===== src/rtl/npc_exu_pkg.sv =====
// Shared decode constants, FSM state encoding and multiply/divide op select
// for the iterative execute unit.
package npc_exu_pkg;

  localparam logic [6:0] OPC_OP_IMM = 7'b0010011;
  localparam logic [6:0] OPC_OP     = 7'b0110011;

  localparam logic [2:0] F3_ADD  = 3'b000;
  localparam logic [2:0] F3_SLL  = 3'b001;
  localparam logic [2:0] F3_SLT  = 3'b010;
  localparam logic [2:0] F3_SLTU = 3'b011;
  localparam logic [2:0] F3_XOR  = 3'b100;
  localparam logic [2:0] F3_SR   = 3'b101;
  localparam logic [2:0] F3_OR   = 3'b110;
  localparam logic [2:0] F3_AND  = 3'b111;

  localparam logic [6:0] F7_BASE   = 7'b0000000;
  localparam logic [6:0] F7_ALT    = 7'b0100000;
  localparam logic [6:0] F7_MULDIV = 7'b0000001;

  typedef enum logic [1:0] {
    ST_IDLE = 2'd0,
    ST_CALC = 2'd1,
    ST_DONE = 2'd2
  } state_e;

  // Encoding matches funct3 of the RV-M instructions.
  typedef enum logic [2:0] {
    MDU_MUL    = 3'd0,
    MDU_MULH   = 3'd1,
    MDU_MULHSU = 3'd2,
    MDU_MULHU  = 3'd3,
    MDU_DIV    = 3'd4,
    MDU_DIVU   = 3'd5,
    MDU_REM    = 3'd6,
    MDU_REMU   = 3'd7
  } mdu_op_e;

  function automatic logic is_div_op(input mdu_op_e op);
    return (op == MDU_DIV) || (op == MDU_DIVU) || (op == MDU_REM) || (op == MDU_REMU);
  endfunction

endpackage


===== src/rtl/npc_exu_mdu.sv =====
// Iterative multiply/divide engine. start_i loads magnitudes, then exactly
// XLEN iteration cycles follow; done_o is high during the last one and res_o
// then carries the sign-corrected final value (computed from the last step).
module npc_exu_mdu
  import npc_exu_pkg::*;
#(
  parameter int XLEN = 32
) (
  input  logic            clk,
  input  logic            rst_n,
  input  logic            start_i,
  input  logic            flush_i,
  input  mdu_op_e         op_i,
  input  logic [XLEN-1:0] a_i,
  input  logic [XLEN-1:0] b_i,
  output logic            done_o,
  output logic [XLEN-1:0] res_o
);

  localparam int CW = $clog2(XLEN);
  localparam logic [CW-1:0] LAST = CW'(XLEN - 1);

  logic            active_q;
  logic [CW-1:0]   cnt_q;
  mdu_op_e         op_q;
  logic [XLEN-1:0] hi_q, lo_q, opb_q, dvd_q;
  logic            neg_q, neg_r_q, div0_q;

  logic            a_signed, b_signed, a_neg, b_neg;
  logic [XLEN-1:0] a_mag, b_mag;

  logic [XLEN:0]   mul_sum;
  logic [XLEN:0]   div_shift;
  logic [XLEN+1:0] div_diff;
  logic [XLEN-1:0] hi_d, lo_d;

  logic [2*XLEN-1:0] prod;
  logic [XLEN-1:0]   quo, rem;

  // Operand signedness and magnitudes at start time.
  always_comb begin
    a_signed = (op_i == MDU_MULH) || (op_i == MDU_MULHSU) || (op_i == MDU_DIV) || (op_i == MDU_REM);
    b_signed = (op_i == MDU_MULH) || (op_i == MDU_DIV) || (op_i == MDU_REM);
    a_neg    = a_signed & a_i[XLEN-1];
    b_neg    = b_signed & b_i[XLEN-1];
    a_mag    = a_neg ? (~a_i + 1'b1) : a_i;
    b_mag    = b_neg ? (~b_i + 1'b1) : b_i;
  end

  // One iteration: shift-add for multiply, restoring step for divide.
  // hi holds partial product / remainder, lo holds multiplier / quotient.
  always_comb begin
    mul_sum   = {1'b0, hi_q} + (lo_q[0] ? {1'b0, opb_q} : '0);
    div_shift = {hi_q, lo_q[XLEN-1]};
    div_diff  = {1'b0, div_shift} - {2'b00, opb_q};
    hi_d      = mul_sum[XLEN:1];
    lo_d      = {mul_sum[0], lo_q[XLEN-1:1]};
    if (is_div_op(op_q)) begin
      if (!div_diff[XLEN+1]) begin
        hi_d = div_diff[XLEN-1:0];
        lo_d = {lo_q[XLEN-2:0], 1'b1};
      end else begin
        hi_d = div_shift[XLEN-1:0];
        lo_d = {lo_q[XLEN-2:0], 1'b0};
      end
    end
  end

  // Sign fixup and RV-M divide-by-zero override on the final step values.
  always_comb begin
    prod = neg_q ? (~{hi_d, lo_d} + 1'b1) : {hi_d, lo_d};
    quo  = neg_q ? (~lo_d + 1'b1) : lo_d;
    rem  = neg_r_q ? (~hi_d + 1'b1) : hi_d;
    if (div0_q) begin
      quo = '1;
      rem = dvd_q;
    end
    res_o = '0;
    case (op_q)
      MDU_MUL:                         res_o = prod[XLEN-1:0];
      MDU_MULH, MDU_MULHSU, MDU_MULHU: res_o = prod[2*XLEN-1:XLEN];
      MDU_DIV, MDU_DIVU:               res_o = quo;
      default:                         res_o = rem;
    endcase
  end

  assign done_o = active_q && (cnt_q == LAST);

  // Load on start, iterate while active, abort on flush.
  always_ff @(posedge clk or negedge rst_n) begin
    if (!rst_n) begin
      active_q <= 1'b0;
      cnt_q    <= '0;
      op_q     <= MDU_MUL;
      hi_q     <= '0;
      lo_q     <= '0;
      opb_q    <= '0;
      dvd_q    <= '0;
      neg_q    <= 1'b0;
      neg_r_q  <= 1'b0;
      div0_q   <= 1'b0;
    end else if (flush_i) begin
      active_q <= 1'b0;
      cnt_q    <= '0;
    end else if (start_i) begin
      active_q <= 1'b1;
      cnt_q    <= '0;
      op_q     <= op_i;
      hi_q     <= '0;
      dvd_q    <= a_i;
      neg_q    <= a_neg ^ b_neg;
      neg_r_q  <= a_neg;
      div0_q   <= is_div_op(op_i) && (b_i == '0);
      if (is_div_op(op_i)) begin
        lo_q  <= a_mag;
        opb_q <= b_mag;
      end else begin
        lo_q  <= b_mag;
        opb_q <= a_mag;
      end
    end else if (active_q) begin
      hi_q  <= hi_d;
      lo_q  <= lo_d;
      cnt_q <= cnt_q + CW'(1);
      if (done_o) active_q <= 1'b0;
    end
  end

endmodule


===== src/rtl/npc_exu_iter.sv =====
// Execute unit: single-cycle ALU plus iterative RV-M engine behind a
// valid/ready handshake.
// Handshake: an input is taken when in_valid & in_ready (in_ready only in
// IDLE); a result is delivered when out_valid & out_ready (out_valid only in
// DONE, result held stable meanwhile). flush overrides both handshakes.
module npc_exu_iter
  import npc_exu_pkg::*;
#(
  parameter int XLEN   = 32,
  parameter bit MDU_EN = 1'b1
) (
  input  logic            clk,
  input  logic            rst_n,
  input  logic            in_valid,
  output logic            in_ready,
  input  logic [6:0]      oc,
  input  logic [2:0]      funct3,
  input  logic [6:0]      funct7,
  input  logic [XLEN-1:0] data1,
  input  logic [XLEN-1:0] data2,
  input  logic [XLEN-1:0] imm,
  input  logic            flush,
  output logic            out_valid,
  input  logic            out_ready,
  output logic [XLEN-1:0] result,
  output logic            busy,
  output state_e          dbg_state_o
);

  localparam int SW = $clog2(XLEN);

  state_e          state_q, state_d;
  logic [XLEN-1:0] result_q, result_d;

  logic            accept, mdu_start, mdu_done;
  logic [XLEN-1:0] mdu_res;
  logic            is_op, is_opimm, is_mop, alu_ok, use_sub, use_sra;
  logic [XLEN-1:0] op_b, alu_res;
  logic [SW-1:0]   shamt;

  assign in_ready    = (state_q == ST_IDLE);
  assign out_valid   = (state_q == ST_DONE);
  assign busy        = (state_q != ST_IDLE);
  assign result      = result_q;
  assign dbg_state_o = state_q;
  assign accept      = in_valid & in_ready;

  // Decode and single-cycle ALU; unsupported encodings produce 0.
  always_comb begin
    is_opimm = (oc == OPC_OP_IMM);
    is_op    = (oc == OPC_OP);
    is_mop   = MDU_EN && is_op && (funct7 == F7_MULDIV);
    alu_ok   = is_opimm || (is_op && ((funct7 == F7_BASE) || (funct7 == F7_ALT)));
    op_b     = is_opimm ? imm : data2;
    shamt    = op_b[SW-1:0];
    use_sub  = is_op && funct7[5];
    use_sra  = is_opimm ? imm[10] : funct7[5];
    alu_res  = '0;
    case (funct3)
      F3_ADD:  alu_res = use_sub ? (data1 - op_b) : (data1 + op_b);
      F3_SLL:  alu_res = data1 << shamt;
      F3_SLT:  alu_res = {{(XLEN-1){1'b0}}, ($signed(data1) < $signed(op_b))};
      F3_SLTU: alu_res = {{(XLEN-1){1'b0}}, (data1 < op_b)};
      F3_XOR:  alu_res = data1 ^ op_b;
      F3_SR:   alu_res = use_sra ? XLEN'($signed(data1) >>> shamt) : (data1 >> shamt);
      F3_OR:   alu_res = data1 | op_b;
      F3_AND:  alu_res = data1 & op_b;
      default: alu_res = '0;
    endcase
    if (!alu_ok) alu_res = '0;
  end

  npc_exu_mdu #(.XLEN(XLEN)) u_mdu (
    .clk     (clk),
    .rst_n   (rst_n),
    .start_i (mdu_start),
    .flush_i (flush),
    .op_i    (mdu_op_e'(funct3)),
    .a_i     (data1),
    .b_i     (data2),
    .done_o  (mdu_done),
    .res_o   (mdu_res)
  );

  // Next-state and result capture; flush wins over every handshake.
  always_comb begin
    state_d   = state_q;
    result_d  = result_q;
    mdu_start = 1'b0;
    if (flush) begin
      state_d = ST_IDLE;
    end else begin
      case (state_q)
        ST_IDLE: begin
          if (accept) begin
            if (is_mop) begin
              state_d   = ST_CALC;
              mdu_start = 1'b1;
            end else begin
              state_d  = ST_DONE;
              result_d = alu_res;
            end
          end
        end
        ST_CALC: begin
          if (mdu_done) begin
            state_d  = ST_DONE;
            result_d = mdu_res;
          end
        end
        ST_DONE: begin
          if (out_ready) state_d = ST_IDLE;
        end
        default: state_d = ST_IDLE;
      endcase
    end
  end

  // State and result registers.
  always_ff @(posedge clk or negedge rst_n) begin
    if (!rst_n) begin
      state_q  <= ST_IDLE;
      result_q <= '0;
    end else begin
      state_q  <= state_d;
      result_q <= result_d;
    end
  end

endmodule


===== config.mk =====
export PLATFORM = sky130hd
export DESIGN_NAME = npc_exu_iter
export DESIGN_NICKNAME = d
export VERILOG_FILES = /design/src/rtl/npc_exu_pkg.sv /design/src/rtl/npc_exu_mdu.sv /design/src/rtl/npc_exu_iter.sv
export SDC_FILE = /design/constraint.sdc
export NUM_CORES = 1
export LEC_CHECK = 0
export CORE_ASPECT_RATIO = 2
export CORE_UTILIZATION = 45
export CTS_CLUSTER_DIAMETER = 30
export DETAILED_ROUTE_END_ITERATION = 16
export DONT_BUFFER_PORTS = 1
export GPL_TIMING_DRIVEN = 1
export SYNTH_ARGS = -nofsm -noshare
export SYNTH_HDL_FRONTEND = slang
export SYNTH_SLANG_ARGS = --single-unit

===== constraint.sdc =====
create_clock -name clk -period 11.1 [get_ports clk]
set_clock_uncertainty 0.05 [all_clocks]
set_input_delay 2.22 -clock clk [delete_from_list [all_inputs] [get_ports clk]]
set_output_delay 2.22 -clock clk [all_outputs]
set_load 0.1 [all_outputs]

==> results of run 1 <==
==> per-layer routing <==
metal / overflow / GRT usage (%)
met2: 2 / 81.0
met5: 0 / 0
met4: 3 / 58.5
met1: 0 / 47.7
met3: 0 / 16.2
==> synth_stat cells, drive strengths merged (28+ instances only) <==
| library cell | n |
|---|---|
| a211oi | 63 |
| a21o | 43 |
| a21oi | 340 |
| a221oi | 31 |
| a31oi | 58 |
| and2 | 53 |
| buf | 50 |
| clkbuf | 219 |
| dfrtp | 174 |
| ha | 171 |
| inv | 154 |
| mux2 | 42 |
| mux2i | 126 |
| nand2 | 440 |
| nand2b | 36 |
| nand3 | 65 |
| nand4 | 28 |
| nor2 | 332 |
| nor3 | 78 |
| o211ai | 77 |
| o21ai | 428 |
| o31ai | 38 |
| xnor2 | 120 |
| xor2 | 79 |
==> cell families after synthesis <==
logic type | Yosys count
compound gates | 1321
xor+xnor | 199
fa+ha+maj | 175
buf+inv | 427
flops | 174
mux | 191
simple gates | 1204
==> stage by stage <==
| stage | cells | hold WS (ps) | worst slack, ps |
|---|---|---|---|
| detailed placement | 4252 | 413 | 3370 |
| floorplan | 3691 | 391 | 3770 |
| global placement | 4252 | 406 | 3420 |
| CTS | 4284 | 430 | 3870 |
==> flow_summary.ini, run 1 <==
[clock_network]
cts_buffer_depth = 2
post_cts_buffers = 0
cts_hold_buffers = 0
clock-sinks = 174
cts-buffers-inserted = 17
cts_htree_levels = 4
clockRootBuffer = clkbuf_16
cts_resized = 0

[synthesis]
synth.yosys.seq_area_share_pct = 16.7
synth_cells = 3691
synth_edf_count = 0
netlist_area_sq_um = 26100
synth-xor-area-share_pct = 6.68
synth_top_area_share_pct = 16.7
netlist-cell-type-count = 104
ys_top_cells_by_area = dfrtp_1, ha_1, o21ai_0
ys_ff_latch = 174
ys_warn_count = 0
synthMuxAreaShare_pct = 8.63
synthAdderAreaFrac_pct = 8.51
synth_area_per_cell_sq_um = 7.07
synth-async-reset-ratio_pct = 100
yosysTopAreaCell = dfrtp_1
synth_top_flop_cell = dfrtp_1
synthSimpleGateAreaFrac_pct = 21.3
syn_nets = 3984
synth_top_family_by_area = compound AO/OA/AOI/OAI gates
synth_compound_area_share_pct = 31.8

[placed_design]
gp_congestion = 1.15
dpl_cell_area_sq_um = 26600
io_buffers = 0
dp_hpwl_mm = 112

[die]
fp.dieW_um = 172
io_pins = 155
start_util_pct = 45.6
die_h_um = 343
rows = 124

[run_status]
stop_stage = global routing
toolErrorMsg = [ERROR GRT-0116] Global routing finished with congestion. Check the congestion regions in the DRC Viewer.
status = did not finish

[global_routing]
grt_usage_pct = 50.8
grt_pass1_vias = 31300
grt_first_pass_wirelength_mm = 215
grt_max_degree = 175
grt_overflow = 5
==> run 2, diff against run 1 <==
CORE_ASPECT_RATIO = default   (was 2)
CORE_UTILIZATION = 30   (was 45)
CTS_CLUSTER_DIAMETER = default   (was 30)
PLACE_DENSITY_LB_ADDON = 0.15   (was default)
==> flow_summary.ini, run 2 <==
[run_status]
status = complete, no violations

[synthesis]
synth.yosys.seq_area_share_pct = 16.7
ys_top_cells_by_area = dfrtp_1, ha_1, o21ai_0
synth-async-reset-ratio_pct = 100
synth-xor-area-share_pct = 6.68
synth_edf_count = 0
netlist_area_sq_um = 26100
ys_warn_count = 0
ys_ff_latch = 174
synth_top_flop_cell = dfrtp_1
synth_common_cells = nand2_1, o21ai_0, a21oi_1, nor2_1, clkbuf_1
synth_top_family_by_area = compound AO/OA/AOI/OAI gates
synth_cells = 3691
synthSimpleGateAreaFrac_pct = 21.3
syn_nets = 3984
synth_area_per_cell_sq_um = 7.07
synthMuxAreaShare_pct = 8.63
synthAdderAreaFrac_pct = 8.51
yosysMostFrequentCell = nand2_1
netlist-cell-type-count = 104
yosysTopAreaCell = dfrtp_1
synth_top_area_share_pct = 16.7
synth_compound_area_share_pct = 31.8

[routing]
vias_per_cell = 6.17
vias = 28700
wl_mm = 141
drc_errors = 0
first_iter_violations = 3607
ant_nets = 0
first_pass_iters = 6
avgRoutedWirePerCell_um = 30.3

[flow_run]
maxCapViolCount = 0

[timing]
final.setup.tns_ps = 0
drv_slew = 0
relSlewSlack_pct = 22.5
fmax_mhz = 135
period_share_pct = 66.6
finalHoldViolCount = 0
setup_viol = 0
grt_setup_unrepaired = no
fin_crit_ps = 7390
worst_slew_pin_slew_ps = 1160

[cells_and_area]
nNetsFinal = 3792
regArea_sq_um = 4360
multi_input_area_sq_um = 20200
stdcell_area_sq_um = 27600
layout_common_cells = nand2_1, o21ai_0, a21oi_1
area_delta_synth_final_pct = 5.79
fillerInstances = 9505
layout_commonest_cell = nand2_1
drive_gt1_share_pct = 6.21

[placed_design]
dp_hpwl_mm = 110
gp_congestion = 1.01
io_buffers = 0
dpl_cell_area_sq_um = 27000

[pwr]
power.static_leakage_uw = 0.0116
pwr-share-comb_pct = 31.3
vdd_ir_drop_max_mv = 0.139
intPower_uw = 1170
power.sequential.fraction_pct = 35.4
sw_frac_of_total_pct = 42.4
p_sw_uw = 859
clkPwrFrac_pct = 33.2
pwr_density_cell_nw_per_um2 = 73.3

[clock_network]
clk_pin_slew_ps = 90
cts-buffers-inserted = 17
cts_htree_levels = 4
cts_resized = 0
clock-sinks = 174
cts_tree = built
cts_buffer_depth = 2
clk_latency_ps = 530
clockRootBuffer = clkbuf_16
post_cts_buffers = 0
cts_hold_buffers = 0

[global_routing]
grt_pass1_vias = 26800
grt_max_degree = 175
grt_usage_pct = 31.1
grt_first_pass_wirelength_mm = 201
grt_overflow = 0
antenna_found_initial = 7

[die]
start_util_pct = 30.4
io_pins = 155
fp.dieW_um = 297
die_h_um = 297
coreArea_sq_um = 85700
rows = 107
dieArea_sq_um = 88100

[setup_path]
crit_cells = 21
crit_chain = nor4b_1 -> and4b_2 -> buf_4 -> mux2_2 -> ha_1 -> inv_1 -> fa_1 -> nand2b_1 -> a21oi_1 -> o21ba_2 -> o311ai_0 -> a311oi_1 -> buf_4 -> nand2_1 -> a21oi_1 -> a221oi_1 -> a21oi_1 -> o41ai_1 -> nand3_1 -> nand3_1 -> a221o_1
crit_fanout = 39
r2r_cells = 20
cp_common_cell = a21oi_1
crit_family = compound AO/OA/AOI/OAI gates
end_kind = flop
cpPeakStageDelay_ps = 810
startpoint_type = input pin
worst-setup-path-type = in2reg
worstPathArrival_ps = 7810
cp_num_buf_inv = 3
cp.required_ps = 11520
cp_slowest_cell = o311ai_0

[min_path]
worstHoldPathType = reg2reg
hold_depth = 2
[run 2: area by class of cell]
class	count	share of cell area [%]
clock inverter	15	0.639
sequential	174	15.8
clock buffer	17	1.54
antenna	1	0.00907
multi-input combinational	3090	73.1
inverter	158	2.15
tap	1144	5.19
timing repair buffer	58	1.58
[run 2: final timing paths]
check | from | endpoint | slack (ps)
hold / removal | u_mdu.dvd_q[5] | u_mdu.dvd_q[5] | 430
hold reg to reg | u_mdu.dvd_q[5] | u_mdu.dvd_q[5] | 430
setup / recovery | oc[3] | result[0] | 3710
setup reg to reg | u_mdu.opb_q[14] | result[2] | 4670
max in group asynchronous | rst_n | u_mdu.hi_q[31] | 9310
min in group asynchronous | rst_n | u_mdu.hi_q[4] | 1330
[run 2: cell families (layout without fill, tap and decap cells)]
| logic type | count (synthesis) | after routing |
|---|---|---|
| other | 0 | 1 |
| DFF | 174 | 174 |
| buffers and inverters | 427 | 248 |
| and+or+nand+nor | 1204 | 1204 |
| adders and majority gates | 175 | 175 |
| AOI/OAI and AO/OA | 1321 | 1321 |
| muxes | 191 | 191 |
| xor gates and xnor gates | 199 | 199 |
[run 2: metrics by stage]
| step | power [uW] | hold WS, ps | util, % | setup slack [ps] | cells |
|---|---|---|---|---|---|
| after global routing | 2090 | 460 | 32.2 | 3420 | 4656 |
| after floorplan | 1140 | 391 | - | 3770 | 3691 |
| after global placement | 1350 | 404 | 31.5 | 3460 | 4624 |
| after CTS | 2010 | 432 | 32.2 | 3860 | 4656 |
| after detailed placement | 1340 | 413 | 31.5 | 3320 | 4624 |
| final | 2020 | 434 | 32.2 | 3710 | 4657 |
[run 2: per-layer routing]
metal | wire length (um) | vias up | part of all wire, % | track usage, %
met5 | 0 | - | 0 | 0
met1 | 61000 | 14100 | 43 | 42.3
met2 | 59800 | 1333 | 42 | 46.4
met3 | 11500 | 252 | 8.2 | 5.68
met4 | 8630 | 0 | 6.1 | 16.8
li1 | - | 13100 | - | -
[run 2: worst reg2reg max path, stage by stage (launching register included)]
cell and delay [ps]:
dfrtp_1 480, inv_1 80, ha_1 380, a21oi_1 320, o21ai_1 160, nor2_1 330, a31oi_4 320, nor2_1 230
nor2_1 180, a21oi_1 270, ha_1 230, o21ai_1 160, nor3_1 260, nand2b_1 110, or4b_2 630, or4_1 640
o21ai_0 280, xnor2_1 100, o221ai_1 870, a32oi_1 100, o21ai_0 200
[run 2: power by group through the flow]
stage                     clock (uW)  combinational [uW]  sequential, uW
after global placement             0                 616             730
after CTS                        682                 612             718
after detailed placement           0                 609             731
final                            672                 634             717
after global routing             703                 668             718
after floorplan                    0                 415             722
Note: power is estimated with default switching activity, not from simulation.
==> run 3, diff against run 2 <==
clock period = 6.3 ns   (was 11.1 ns; I/O delays follow)
==> flow_summary.ini, run 3 (synthesis results as in run 2) <==
[pwr]
power.static_leakage_uw = 0.0122
vdd_ir_drop_max_mv = 0.208
pwr_density_cell_nw_per_um2 = 126

[timing]
fmax_mhz = 169
drv_slew = 0
grt_setup_unrepaired = no
final.setup.tns_ps = 0
finalHoldViolCount = 0
relSlewSlack_pct = 23.0
worst_slew_pin_slew_ps = 1160
period_share_pct = 93.7
fin_ws_ps = 395
fin_crit_ps = 5900
setup_viol = 0

[placed_design]
dp_worst_setup_slack_ps = 48.9
gp_congestion = 1.02
io_buffers = 0
dp_hpwl_mm = 114

[routing]
vias_per_cell = 6.12
wl_mm = 144
first_iter_violations = 3370
first_pass_iters = 6
vias = 29200
ant_nets = 0
avgRoutedWirePerCell_um = 30.2
drc_errors = 0

[clock_network]
post_cts_buffers = 0
cts_tree = built
clk_pin_slew_ps = 80
clockRootBuffer = clkbuf_16
cts_buffer_depth = 2
clock-sinks = 174
clk_latency_ps = 520
cts_htree_levels = 4
cts_hold_buffers = 0
cts-buffers-inserted = 17
cts_resized = 0

[global_routing]
grt_pass1_vias = 27500
grt_usage_pct = 31.6
grt_max_degree = 175
antenna_found_initial = 19
grt_first_pass_wirelength_mm = 205
grt_overflow = 0

[setup_path]
crit_fanout = 6
cpPeakStageDelay_ps = 450
worst-setup-path-type = reg2reg
crit_chain = ha_1 -> a21oi_1 -> o21ai_1 -> a211oi_2 -> o21ai_1 -> nor2_1 -> nor2_1 -> a21oi_1 -> ha_1 -> o21ai_1 -> buf_4 -> nor4_1 -> nand2_1 -> buf_4 -> nor2_1 -> a21oi_1 -> xor2_1 -> a21oi_1 -> nor4bb_1 -> mux2_1 -> o22ai_1 -> buf_4 -> a221o_1
cp_slowest_cell = nor4_1
worstPathArrival_ps = 6300
cp_common_cell = a21oi_1
r2r_cells = 23
regToRegSetupSlack_ps = 400
startpoint_type = flop
r2r_end = result[30]
cp.required_ps = 6700
r2r-start = u_mdu.hi_q[17]
end_kind = flop

[run_status]
status = complete, no violations

[die]
rows = 107
fp.dieW_um = 297
dieArea_sq_um = 88100
start_util_pct = 30.4
die_h_um = 297
io_pins = 155
coreArea_sq_um = 85700

[cells_and_area]
area_delta_synth_final_pct = 9.17
layout_commonest_cell = nand2_1
nNetsFinal = 3899
drive_gt1_share_pct = 9.04
layout_common_cells = nand2_1, o21ai_0, a21oi_1

[flow_run]
maxCapViolCount = 0

[min_path]
worstHoldPathType = in2async
-- run 3: changes by cell type in the layout (fill, tap and decap cells not counted), moves of 2 or more --
| cell | previous run | this run |
|---|---|---|
| buf_4 | 58 | 162 |
| buf_12 | 0 | 3 |
| diode_2 | 1 | 5 |
| clkinv_2 | 0 | 2 |
| bufinv_16 | 1 | 3 |
| inv_6 | 5 | 3 |
| clkinv_8 | 3 | 0 |
-- run 3: worst max-delay path by stage --
stage,from,endpoint,slack (ps)
after floorplan,oc[3],result[30],10
after global placement,oc[3],result[25],50
after detailed placement,oc[3],result[25],50
after CTS,u_mdu.hi_q[17],result[30],400
after global routing,u_mdu.hi_q[19],result[30],90
final,u_mdu.hi_q[17],result[30],400
-- run 3: cell type report --
cell class / instances / area (sq um)
fill: 9521 / 57200
antenna: 5 / 12.5
sequential: 174 / 4360
clock inverter: 14 / 181
tap: 1144 / 1430
multi-input combinational: 3090 / 20200
inverter: 158 / 593
timing repair buffer: 165 / 1280
clock buffer: 18 / 429
-- run 3: worst max-delay path: cells and delay by family (launching register included) --
family / cells / cell delay [ps]
AOI/OAI and AO/OA: 10 / 2420
buffers and inverters: 3 / 560
and+or+nand+nor: 6 / 1320
muxes: 1 / 300
DFF: 1 / 430
xor gates and xnor gates: 1 / 170
adders and majority gates: 2 / 600
-- run 3: power breakdown --
group | switching (uW) | leakage [uW] | internal, uW
clock | 573 | 0.000295 | 632
combinational | 748 | 0.00956 | 381
sequential | 136 | 0.00231 | 1130
total | 1460 | 0.0122 | 2140
-- run 3: through the flow --
step           hold WS (ps)  area [sq um]  instances  utilization [%]  power (uW)
2_1_floorplan           391         26100       3691                -        2010
3_3_place_gp            413         27900       4731             32.5        2390
3_5_place_dp            421         27900       4731             32.5        2380
4_1_cts                 349         28500       4763             33.2        3590
5_1_grt                 365         28500       4767             33.2        3720
6_report                394         28500       4768             33.2        3600
-- run 3: per-layer routing --
layer	global-route usage (%)	share of wire, %
met5	0	0.070
met4	15.2	5.2
met3	5.14	6.9
met2	51.1	46
met1	40.8	42
==> RTL edit: new RTL, settings of run 3 <==
`XLEN` is set to 32 in 2 places; all go to 16.
--- a/src/rtl/npc_exu_mdu.sv
+++ b/src/rtl/npc_exu_mdu.sv
@@ -4,7 +4,7 @@
 module npc_exu_mdu
   import npc_exu_pkg::*;
 #(
-  parameter int XLEN = 32
+  parameter int XLEN = 16
 ) (
   input  logic            clk,
   input  logic            rst_n,
--- a/src/rtl/npc_exu_iter.sv
+++ b/src/rtl/npc_exu_iter.sv
@@ -6,7 +6,7 @@
 module npc_exu_iter
   import npc_exu_pkg::*;
 #(
-  parameter int XLEN   = 32,
+  parameter int XLEN   = 16,
   parameter bit MDU_EN = 1'b1
 ) (
   input  logic            clk,
Ports: changed (resized data1, data2, imm and result); port bits go from 155 to 91. No check against the original RTL was run, so the function may have changed too.
==> RTL edit against run 3 <==
  * Non-clock buffer count down 132
  * Hold slack better by 0.043 ns
  * Setup slack better by 0.32 ns
  * Power down 52%
  * First-iteration DRC count down 69%
  * Routed wire length down 63%
  * Sequential share of layout area up 2.5 points
  * Synthesized area down 53%
  * Sequential cell count down 81
  * Sequential power down 48%
  * Cell area down 54%
==> RTL edit: results (changes against run 3) <==
critical path fanouts, max 3 (-3); total number of vias 12500 (-57%); Yosys cell types 86 (-17%); register area share after synthesis 19.0% (+2.3 points); GRT met2 Usage 41.3% (-9.8 points); CTS Buf Count 9 (-8); top cells by count, synth nand2_1, o21ai_0, nor2_1; Worst Max-Slew Pin Slew 1.10 ns (-0.0565 ns); initial antenna violation count 6 (-13); gpl congestion 0.925 (-8.9%); Global Route Usage Sum 25.6% (-6.0 points); first-pass GRT wire length 79000 um (-61%); Area contributors post-synth dfrtp_1, ha_1, o21ai_0, nand2_1, a21oi_1; Hold Crit Class reg -> reg; fin nets 1777 (-54%); H-Tree Depth 3 (-1); number of I/O port buffers 0 (unchanged); met3 Use GR 4.16% (-0.98 points); largest net degree at the start of global routing 94 (-46%); Leakage 5.49 nW (-55%); WL/cell 25.0 um (-17%); Worst Path Arrival 5.84 ns (-0.46 ns); vias in the first global route 12000 (-56%); Area after DPL 0.0128 mm2 (-54%); DRT iter0 DRCs 1041 (-69%); number of synthesis warnings 0 (unchanged); Syn Area/Cell 7.33 um2 (+3.8%); HPWL reported at the end of detailed placement 42300 um (-63%); share of layout cells above drive strength 1 6.73% (-2.3 points); Placed Cells 2128 (-55%); First-pass DRT Iterations 5 (-1); die width 204 um (-31%); met1 Use GR 33.9% (-6.9 points); status completed; Clk Latency, worst-skew pair 0.38 ns (-0.14 ns)
-- RTL edit: worst max-delay path, cell delays in order --
cell and delay, ns:
nor4b_1 0.31, and4b_1 0.54, mux2i_4 0.31, inv_1 0.09, ha_1 0.24, fa_1 0.41, nor2b_1 0.15, o21ai_0 0.26
a21boi_0 0.18, o41ai_1 0.49, o21ai_0 0.26, nor4_1 0.22, nor2_1 0.11, o21ai_0 0.21, xnor2_1 0.08, a2111oi_0 0.53
a221o_1 0.18
-- RTL edit: cell type report --
class / count / area (um2)
fillers: 4340 / 26900
multi-input cells: 1390 / 9240
flip-flops and latches: 93 / 2330
well taps: 525 / 657
inverters: 87 / 327
repair buffers: 33 / 248
clock buffers: 9 / 225
clock inverters: 7 / 66.3
diodes: 2 / 5.00
-- RTL edit: metal layers --
metal / share of wire, % / vias up
met5: 0.076 / -
met4: 3.6 / 6
met3: 5.6 / 74
met2: 46 / 347
met1: 45 / 6128
li1: - / 5984
-- RTL edit: cells by family (layout without fill, tap and decap cells) --
group           after synthesis  in the layout  synth area share (%)
fa+ha+maj                    93             93                  9.73
buf+inv                     190            136                  6.14
flops                        93             93                  19.0
other cells                   0              2                     0
mux                          77             77                  7.35
compound gates              563            563                  29.4
simple gates                561            561                  21.6
xor+xnor                     96             96                  6.85
-- RTL edit: final timing paths --
kind	start	endpoint	slack (ns)	cells past startpoint
setup reg to reg	u_mdu.opb_q[6]$_DFFE_PN0P_	result[8]$_DFFE_PN0P_	0.90	18
hold / removal	u_mdu.dvd_q[15]$_DFFE_PN0P_	u_mdu.dvd_q[15]$_DFFE_PN0P_	0.44	2
hold reg to reg	u_mdu.dvd_q[15]$_DFFE_PN0P_	u_mdu.dvd_q[15]$_DFFE_PN0P_	0.44	2
max in group asynchronous	rst_n	u_mdu.cnt_q[2]$_DFFE_PN0P_	5.39	0
min in group asynchronous	rst_n	u_mdu.hi_q[9]$_DFFE_PN0P_	0.52	0
setup / recovery	oc[3]	result[12]$_DFFE_PN0P_	0.71	17
-- RTL edit: power breakdown --
group          total [mW]  leakage (nW)  internal (mW)  switching, mW
clock network       0.563         0.138          0.278          0.285
registers           0.649          1.20          0.605         0.0442
logic               0.510          4.16          0.183          0.327
-- RTL edit: through the flow --
stage               hold slack [ns]  setup slack (ns)
finish                        0.437             0.712
global route                  0.447             0.458
CTS                           0.439             0.753
detailed placement            0.423             0.419
global placement              0.413             0.531
floorplan                     0.391             0.309
